--- config.mk ---
export PLATFORM = sky130hd
export DESIGN_NAME = melody_player_flat
export DESIGN_NICKNAME = d
export VERILOG_FILES = /design/src/rtl/melody_player_if.sv /design/src/rtl/melody_player.sv /design/src/flat_wrapper.sv
export SDC_FILE = /design/constraint.sdc
export NUM_CORES = 1
export LEC_CHECK = 0
export CORE_ASPECT_RATIO = 1.4
export CORE_MARGIN = 2
export CORE_UTILIZATION = 50
export DETAILED_ROUTE_END_ITERATION = 10
export PLACE_DENSITY = 0.7
export SYNTH_ARGS = -nofsm -noshare
export SYNTH_HDL_FRONTEND = slang
export SYNTH_SLANG_ARGS = --single-unit
export TNS_END_PERCENT = 100
--- constraint.sdc ---
create_clock -name clk -period 9.4 [get_ports clk]
set_clock_uncertainty 0.15 [all_clocks]
set_input_delay 2.82 -clock clk [delete_from_list [all_inputs] [get_ports clk]]
set_output_delay 2.82 -clock clk [all_outputs]
set_load 0.03 [all_outputs]
--- src/rtl/melody_player_if.sv ---
// Melody player bus: transport controls, note-table read port and status outputs.
// Note-table read timing: the player drives note_addr from a register, and
// note_hp/note_dur/note_last must describe that address one cycle later
// (synchronous ROM). This bus has no valid/ready handshake; the player simply
// takes the table data in its LOAD state, which always follows FETCH by one cycle.
interface melody_player_if #(
  parameter int ADDR_W = 5,
  parameter int HP_W   = 16,
  parameter int DUR_W  = 8,
  parameter int LED_N  = 6
);
  logic              play;
  logic              stop;
  logic              loop;
  logic [ADDR_W-1:0] note_addr;
  logic [HP_W-1:0]   note_hp;
  logic [DUR_W-1:0]  note_dur;
  logic              note_last;
  logic              sound;
  logic [LED_N-1:0]  led;
  logic              busy;
  logic              done;
  logic [2:0]        state_dbg;

  // Player side.
  modport master (
    input  play, stop, loop, note_hp, note_dur, note_last,
    output note_addr, sound, led, busy, done, state_dbg
  );

  // Controller / note-table side.
  modport slave (
    output play, stop, loop, note_hp, note_dur, note_last,
    input  note_addr, sound, led, busy, done, state_dbg
  );
endinterface

--- src/rtl/melody_player.sv ---
// Melody player: walks a note table, plays each note as a square wave for
// dur tempo ticks, inserts a silent gap between notes, optionally loops.
// FSM state is exported on bus.state_dbg (IDLE=0 FETCH=1 LOAD=2 PLAY=3 GAP=4).
module melody_player #(
  parameter int ADDR_W   = 5,
  parameter int HP_W     = 16,
  parameter int DUR_W    = 8,
  parameter int TICK_DIV = 250000,
  parameter int GAP_CYC  = 1000,
  parameter int LED_N    = 6
) (
  input  logic             clk,
  input  logic             rst,
  melody_player_if.master  bus
);

  // Counter widths sized so TICK_DIV and GAP_CYC fit (GAP_W stays >= 1 when GAP_CYC=0).
  localparam int TICK_W = $clog2(TICK_DIV + 1);
  localparam int GAP_W  = $clog2(GAP_CYC + 2);
  localparam logic [TICK_W-1:0] TICK_LAST = TICK_W'(TICK_DIV - 1);
  localparam logic [GAP_W-1:0]  GAP_LAST  = GAP_W'((GAP_CYC > 0) ? GAP_CYC - 1 : 0);

  typedef enum logic [2:0] {
    S_IDLE  = 3'd0,
    S_FETCH = 3'd1,
    S_LOAD  = 3'd2,
    S_PLAY  = 3'd3,
    S_GAP   = 3'd4
  } state_t;

  state_t            state, nxt;
  logic              play_q, armed, play_rise;
  logic [HP_W-1:0]   hp_r, hp_cnt;
  logic [DUR_W-1:0]  dur_r, dur_cnt;
  logic              last_r;
  logic [TICK_W-1:0] tick_cnt;
  logic [GAP_W-1:0]  gap_cnt;
  logic              play_end, gap_end, note_end, advance, hp_hit;
  logic [ADDR_W-1:0] addr_d;
  logic [LED_N-1:0]  led_d;
  logic              done_d, sound_d;

  // armed is only set once play has been seen low, so a play level held
  // through reset release cannot look like a fresh start request.
  assign play_rise = bus.play & ~play_q & armed;
  assign play_end  = (tick_cnt == TICK_LAST) && (dur_cnt == dur_r - 1'b1);
  assign gap_end   = (gap_cnt == GAP_LAST);
  assign hp_hit    = (hp_r != '0) && (hp_cnt == hp_r - 1'b1);
  assign advance   = !last_r && (bus.note_addr != '1);
  assign note_end  = (GAP_CYC == 0) ? (state == S_PLAY && play_end)
                                    : (state == S_GAP && gap_end);

  // State register.
  always_ff @(posedge clk or posedge rst) begin
    if (rst) state <= S_IDLE;
    else     state <= nxt;
  end

  // Next-state logic; stop overrides everything, including a start in IDLE.
  always_comb begin
    nxt = state;
    if (bus.stop) begin
      nxt = S_IDLE;
    end else begin
      case (state)
        S_IDLE:  if (play_rise) nxt = S_FETCH;
        S_FETCH: nxt = S_LOAD;
        S_LOAD:  nxt = S_PLAY;
        S_PLAY:  if (play_end) begin
                   if (GAP_CYC > 0)                nxt = S_GAP;
                   else if (advance || bus.loop)   nxt = S_FETCH;
                   else                            nxt = S_IDLE;
                 end
        S_GAP:   if (gap_end) nxt = (advance || bus.loop) ? S_FETCH : S_IDLE;
        default: nxt = S_IDLE;
      endcase
    end
  end

  // Output logic: status plus next values for the registered outputs.
  always_comb begin
    bus.busy      = (state != S_IDLE);
    bus.state_dbg = state;
    addr_d        = bus.note_addr;
    done_d        = 1'b0;
    sound_d       = bus.sound;
    if (bus.stop) begin
      addr_d = '0;
    end else if (state == S_IDLE && play_rise) begin
      addr_d = '0;
    end else if (note_end) begin
      if (advance) begin
        addr_d = bus.note_addr + 1'b1;
      end else begin
        addr_d = '0;
        done_d = !bus.loop;
      end
    end
    if (nxt != S_PLAY)                   sound_d = 1'b0;
    else if (state == S_PLAY && hp_hit)  sound_d = ~bus.sound;
    led_d = (nxt == S_IDLE) ? '0 : (LED_N'(1) << (int'(addr_d) % LED_N));
  end

  // Registered outputs and play edge detector.
  always_ff @(posedge clk or posedge rst) begin
    if (rst) begin
      play_q        <= 1'b0;
      armed         <= 1'b0;
      bus.note_addr <= '0;
      bus.sound     <= 1'b0;
      bus.led       <= '0;
      bus.done      <= 1'b0;
    end else begin
      play_q        <= bus.play;
      if (!bus.play) armed <= 1'b1;
      bus.note_addr <= addr_d;
      bus.sound     <= sound_d;
      bus.led       <= led_d;
      bus.done      <= done_d;
    end
  end

  // Latch the addressed note in LOAD; a zero duration plays as one tick.
  always_ff @(posedge clk or posedge rst) begin
    if (rst) begin
      hp_r   <= '0;
      dur_r  <= '0;
      last_r <= 1'b0;
    end else if (state == S_LOAD) begin
      hp_r   <= bus.note_hp;
      dur_r  <= (bus.note_dur == '0) ? DUR_W'(1) : bus.note_dur;
      last_r <= bus.note_last;
    end
  end

  // Tick, duration and half-period counters run only in PLAY and restart at zero on entry.
  always_ff @(posedge clk or posedge rst) begin
    if (rst) begin
      tick_cnt <= '0;
      dur_cnt  <= '0;
      hp_cnt   <= '0;
    end else if (state == S_PLAY) begin
      if (tick_cnt == TICK_LAST) begin
        tick_cnt <= '0;
        dur_cnt  <= dur_cnt + 1'b1;
      end else begin
        tick_cnt <= tick_cnt + 1'b1;
      end
      if (hp_r != '0) hp_cnt <= hp_hit ? '0 : hp_cnt + 1'b1;
    end else begin
      tick_cnt <= '0;
      dur_cnt  <= '0;
      hp_cnt   <= '0;
    end
  end

  // Gap counter runs only in GAP.
  always_ff @(posedge clk or posedge rst) begin
    if (rst)                 gap_cnt <= '0;
    else if (state == S_GAP) gap_cnt <= gap_cnt + 1'b1;
    else                     gap_cnt <= '0;
  end

endmodule
--- src/flat_wrapper.sv ---
// flat-port wrapper written by rule: the top's interface ports become plain ports
module melody_player_flat 
#(
  parameter int ADDR_W   = 5,
  parameter int HP_W     = 16,
  parameter int DUR_W    = 8,
  parameter int TICK_DIV = 250000,
  parameter int GAP_CYC  = 1000,
  parameter int LED_N    = 6
)
  (clk, rst, bus_play, bus_stop, bus_loop, bus_note_hp, bus_note_dur, bus_note_last, bus_note_addr, bus_sound, bus_led, bus_busy, bus_done, bus_state_dbg);
  melody_player_if #(.ADDR_W(ADDR_W), .HP_W(HP_W), .DUR_W(DUR_W), .LED_N(LED_N)) bus_i ();
  input  logic clk;
  input  logic rst;
  input wire logic [$bits(bus_i.play)-1:0] bus_play;
  input wire logic [$bits(bus_i.stop)-1:0] bus_stop;
  input wire logic [$bits(bus_i.loop)-1:0] bus_loop;
  input wire logic [$bits(bus_i.note_hp)-1:0] bus_note_hp;
  input wire logic [$bits(bus_i.note_dur)-1:0] bus_note_dur;
  input wire logic [$bits(bus_i.note_last)-1:0] bus_note_last;
  output wire logic [$bits(bus_i.note_addr)-1:0] bus_note_addr;
  output wire logic [$bits(bus_i.sound)-1:0] bus_sound;
  output wire logic [$bits(bus_i.led)-1:0] bus_led;
  output wire logic [$bits(bus_i.busy)-1:0] bus_busy;
  output wire logic [$bits(bus_i.done)-1:0] bus_done;
  output wire logic [$bits(bus_i.state_dbg)-1:0] bus_state_dbg;
  assign bus_i.play = bus_play;
  assign bus_i.stop = bus_stop;
  assign bus_i.loop = bus_loop;
  assign bus_i.note_hp = bus_note_hp;
  assign bus_i.note_dur = bus_note_dur;
  assign bus_i.note_last = bus_note_last;
  assign bus_note_addr = bus_i.note_addr;
  assign bus_sound = bus_i.sound;
  assign bus_led = bus_i.led;
  assign bus_busy = bus_i.busy;
  assign bus_done = bus_i.done;
  assign bus_state_dbg = bus_i.state_dbg;
  melody_player #(.ADDR_W(ADDR_W), .HP_W(HP_W), .DUR_W(DUR_W), .TICK_DIV(TICK_DIV), .GAP_CYC(GAP_CYC), .LED_N(LED_N)) u_core (.clk(clk), .rst(rst), .bus(bus_i));
endmodule
Word level (Yosys, flattened, before mapping)
Cells that the tools add are included.
W data, S select, Z words.

storage, ports and cells
  flip-flop bits (word level) = 95
  input bits = 30
  word-level logic and storage cells = 80

operators by class
  add/sub/neg operators = 7
  divide/modulo/power cells = 1
  equal/unequal tests = 12
  shift-type cells = 1
  mux-type cells = 26
  bitwise gates (word level) = 4
  reductions and logical operators = 15

operators with widths
  cell                     number
  $mux W16                 3
  $mux W18                 2
  $mod A6 B4 Y32 const B   1
  $shl A1 B32 Y6 const A   1
  $mux W8                  3
  $mux W5                  4
  $add A18 B1 Y18 const B  1
  $eq A18 B18 Y1 const B   1
  $add A16 B1 Y16 const B  1
  $eq A16 B16 Y1           1
  $reduce_bool A16 Y1      1
  $sub A16 B1 Y16 const B  1
  $pmux W3 S5              1
  $mux W3                  4
  $add A10 B1 Y10 const B  1
  $eq A10 B10 Y1 const B   1
  $mux W10                 1
  $add A8 B1 Y8 const B    1
  $eq A8 B8 Y1             1
  $logic_not A8 Y1         1
  $sub A8 B1 Y8 const B    1
  $mux W1                  7
  $eq A3 B2 Y1 const B     2
  $logic_and A1 B1 Y1      6
  15 further kinds         19

Longest topological paths before layout
  depth in word-level cells = 9
  gate-level depth with buffers = 16
  gate-level depth less buffers = 16

Worst setup path before layout
Ideal clock, no wire load.

  path type = input-to-reg
  start point = in bus_play
  end point = reg u_core.bus.led[2]
  arrival time = 4.515 ns
  path slack = 4.640 ns
  stages on the path = 11
  buffers on the path = 1
  cell sequence = nand2_1 -> nor2_1 -> a21oi_1 -> and2_1 -> ha_1 -> buf_2 -> a21oi_1 -> a221oi_1 -> a211oi_1 -> nand2b_1 -> nor4_2

on the way
  longest elaborated chain between the ends = 8
  elaborated cells on any way between the ends = 12
  classes of those cells = 1 x div; 1 x shift; 6 x mux; 2 x bitwise; 2 x reduce/logical

RTL lines
  what                          RTL line                source
  start, declared               flat_wrapper.sv:15      input wire logic [$bits(bus_i.play)-1:0] bus_play;
  $and A1 B1 Y1 * (2 in a row)  melody_player.sv:45     assign play_rise = bus.play & ~play_q & armed;
  $logic_and A1 B1 Y1           melody_player.sv:89     end else if (state == S_IDLE && play_rise) begin
  $mux W5                       melody_player.sv:89
  $mux W5                       melody_player.sv:87     if (bus.stop) begin
  $mod A6 B4 Y32                melody_player.sv:101    led_d = (nxt == S_IDLE) ? '0 : (LED_N'(1) << (int'(addr_d) % LED_N));
  $shl A1 B32 Y6                melody_player.sv:101
  $mux W6 *                     melody_player.sv:101
  named net u_core.led_d[2]     melody_player.sv:40     logic [LED_N-1:0] led_d;
  end signal, assigned          melody_player.sv:118    bus.led <= led_d;
  end, declared                 melody_player_if.sv:28  output note_addr, sound, led, busy, done, state_dbg

Mark *: on every way through the listed nets, which the timed path passes. The rest lies on a longest branch.
A chain may end at the register's enable or synchronous reset.

Worst setup path in the final report
  start point = in bus_play
  end point = reg u_core.bus.led[1]

Same word-level chain as after synthesis.

==> results.txt <==
Maximum vdd ir drop: 75.99 uV
Startpoint Class: input port
Maxcap violations: 0
Sequential fraction of the synthesis area: 0.4229
Post-layout min period: 5187 ps
Synth Warn #: 0
Sequential Power Share: 0.452
DRC: 0
# Post-CTS Setup Buffers: 0
Final net count: 687
Asr flop ratio synth: 1.000
Finish-stage setup viols: 0
Syn Area/Cell: 9.186 sq um
Reg2Reg Depth: 13
Clock buffer count from CTS: 9
TritonCTS Sinks: 95
Number of hold violations in the final report: 0
Worst EP arrival: 5270 ps
Worst Max-Slew Pin Slew: 862.0 ps
Die Y: 129.5 microns
Reg-to-reg endpoint: u_core.bus.led[0]
ANT nets after route: 0
Post-DR wirelength/cell: 16.27 microns
Share of total power in the clock network: 0.329
Starting Density: 0.5147
Worst EP required: 9490 ps
CORE AREA: 10920 sq um
Antenna violations before repair: 0
N_diodes: 0
Placed Cells: 777
Endpoint, Worst Hold: u_core.tick_cnt[0]
Most frequent cells in the layout: dfrtp_1 (95), nor2_1 (92), clkdlybuf4s50_1 (46)
Design area: 6479 sq um
Mapped Nets: 652
Final period util: 0.5518
Net Switching: 0.0003607 W
XOR/XNOR Fraction of Synth Area: 0.09192
CP Capture Type: register
Post-Synthesis Cells: 612
Worst-path fanout max: 8
Root Buffer: clkbuf_16
Vias in the first global route: 4568
Placed cell area: 6176 sq um
Crit path kind: input port to register
Reg-to-Reg Start: u_core.bus.state_dbg[2]
Final Wtd Congestion: 0.8740
Cell area after synthesis: 5622 sq um
R2R Setup Slk: 5140 ps
CTS Buffer Depth: 2
Reg clk slew, reported paths: 70 ps
Synthesized flop and latch total: 95
Synth unique cells: 62
Post-synth EDFFs: 0
Layout area overhead: 15.25%
Switching Share: 0.3143
Simple-gate share of the synthesized area: 0.2671
First-pass GRT wire length: 21500 microns
# hold bufs at CTS: 0
RSZ-0062 raised after global routing: false
Finished Layout Cells: 793
Remaining Overflow, GRT: 0
Starting DRT DRC Count: 278
Logic pwr share: 0.218
Int Power: 0.0007868 W
Die Width: 93.62 microns
Outcome: complete, no violations
Top_reg_cell synth: dfrtp_1
Peak Freq: 0.1928 GHz
Min-delay src: u_core.tick_cnt[0]
Commonest non-fill, non-tap cell in the layout: dfrtp_1
DR vias: 4686
Cell Pwr Density: 177.1 nW/um^2
Sum of negative setup slack: 0 ps
Gr usage total: 0.2211
Ports: 47
Clk_lat worst skew: 350 ps
Cell Rows: 45
Synth Area in Compound Gates: 0.1133
Hold path depth: 1
Adder-Cell Fraction of Synth Area: 0.02226
Largest net degree at the start of global routing: 54
Max_slew headroom: 0.4232
CTS tree: done
Mux cell area share after synthesis: 0.05497
Largest family of logic cells by synthesized area: simple AND/OR/NAND/NOR gates
Worst Hold Class: register to register
Final WL: 12900 microns
Dpl hpwl: 9241 microns
Resize count post-CTS: 0
Final Slew Violations: 0
Die area: 12120 sq um
Routed vias/inst: 5.909
Htree depth: 3
Port Buffer Count: 46
Router iterations before antenna repair: 4
Ratio of cells with drive above 1 in the final layout: 0.08589
Leakage: 2.624 nW
## power groups by stage
| stage | Sequential (W) | Combinational, W | Clock (W) |
|---|---|---|---|
| after floorplan | 0.000499 | 0.000205 | 0 |
| after global placement | 0.000523 | 0.000240 | 0 |
| after detailed placement | 0.000526 | 0.000249 | 0 |
| after CTS | 0.000519 | 0.000251 | 0.000387 |
| after global routing | 0.000527 | 0.000278 | 0.000402 |
| final | 0.000519 | 0.000250 | 0.000378 |
## worst max-delay path, stage by stage
cell and delay, ps:
clkdlybuf4s50_1 500, nand2_1 60, nor2_1 150, a21oi_1 210
and2_1 210, ha_1 410, a21oi_1 60, a221oi_1 300
a211oi_1 90, nand2b_1 220, nor4_1 220
## routing by layer
layer  share of wire  vias up  track usage
met5               0        -            0
met4           0.026        0      0.09292
met3           0.032       20      0.03198
met2            0.52      105       0.3965
met1            0.42     2305       0.2639
li1                -     2256            -
## cell families (layout without fill, tap and decap cells)
logic type,Yosys count,in the layout
simple gates,289,289
flops,95,95
compound gates,93,93
xor+xnor,59,59
buf+inv,38,78
mux,28,28
fa+ha+maj,10,10
## state kept, by name, summed over array words and instances, names as in the netlist, 3 cells and up
signal	count
u_core.dur_r	8
u_core.hp_r	16
u_core.hp_cnt	16
u_core.dur_cnt	8
u_core.bus.led	6
u_core.bus.note_addr	5
u_core.tick_cnt	18
u_core.gap_cnt	10
u_core.bus.state_dbg	3
## synth_stat cells, types with 15 or more instances
cell type	n	area, sq um
a21oi_1	20	100.1
clkbuf_1	16	60.06
dfrtp_1	95	2377
mux2_2	22	247.7
nand2_1	39	146.4
nand3_1	41	205.2
nor2_1	92	345.3
nor3_1	15	75.07
nor4_1	17	106.4
o21ai_0	18	90.09
xnor2_1	33	289.0
xor2_1	26	227.7
## metrics by stage
step           hold WS [ps]    util  worst slack, ps  power (W)
2_1_floorplan         275.1       -             3953  0.0007044
3_3_place_gp          289.8  0.5654             3936  0.0007633
3_5_place_dp          307.3  0.5654             3860  0.0007750
4_1_cts               317.1  0.5931             4192   0.001158
5_1_grt               328.5  0.5931             4006   0.001207
6_report              316.7  0.5931             4213   0.001148
## area by class of cell
| class | count | area [sq um] |
|---|---|---|
| fillers | 970 | 4444 |
| inverters | 13 | 50.05 |
| clock buffers | 9 | 225.2 |
| flip-flops and latches | 95 | 2377 |
| well taps | 141 | 176.4 |
| clock inverters | 7 | 77.57 |
| repair buffers | 49 | 483.0 |
| multi-input cells | 479 | 3089 |
## worst max-delay path by stage
stage                  start                end  slack (ps)  cells past startpoint
finish              bus_play  u_core.bus.led[1]        4210                     11
global route        bus_play  u_core.bus.led[1]        4010                     11
CTS                 bus_play  u_core.bus.led[1]        4190                     11
detailed placement  bus_play  u_core.bus.led[2]        3860                     11
global placement    bus_play  u_core.bus.led[2]        3940                     11
floorplan                rst       u_core.armed        3950                      1
Note: power is estimated with default switching activity, not from simulation.
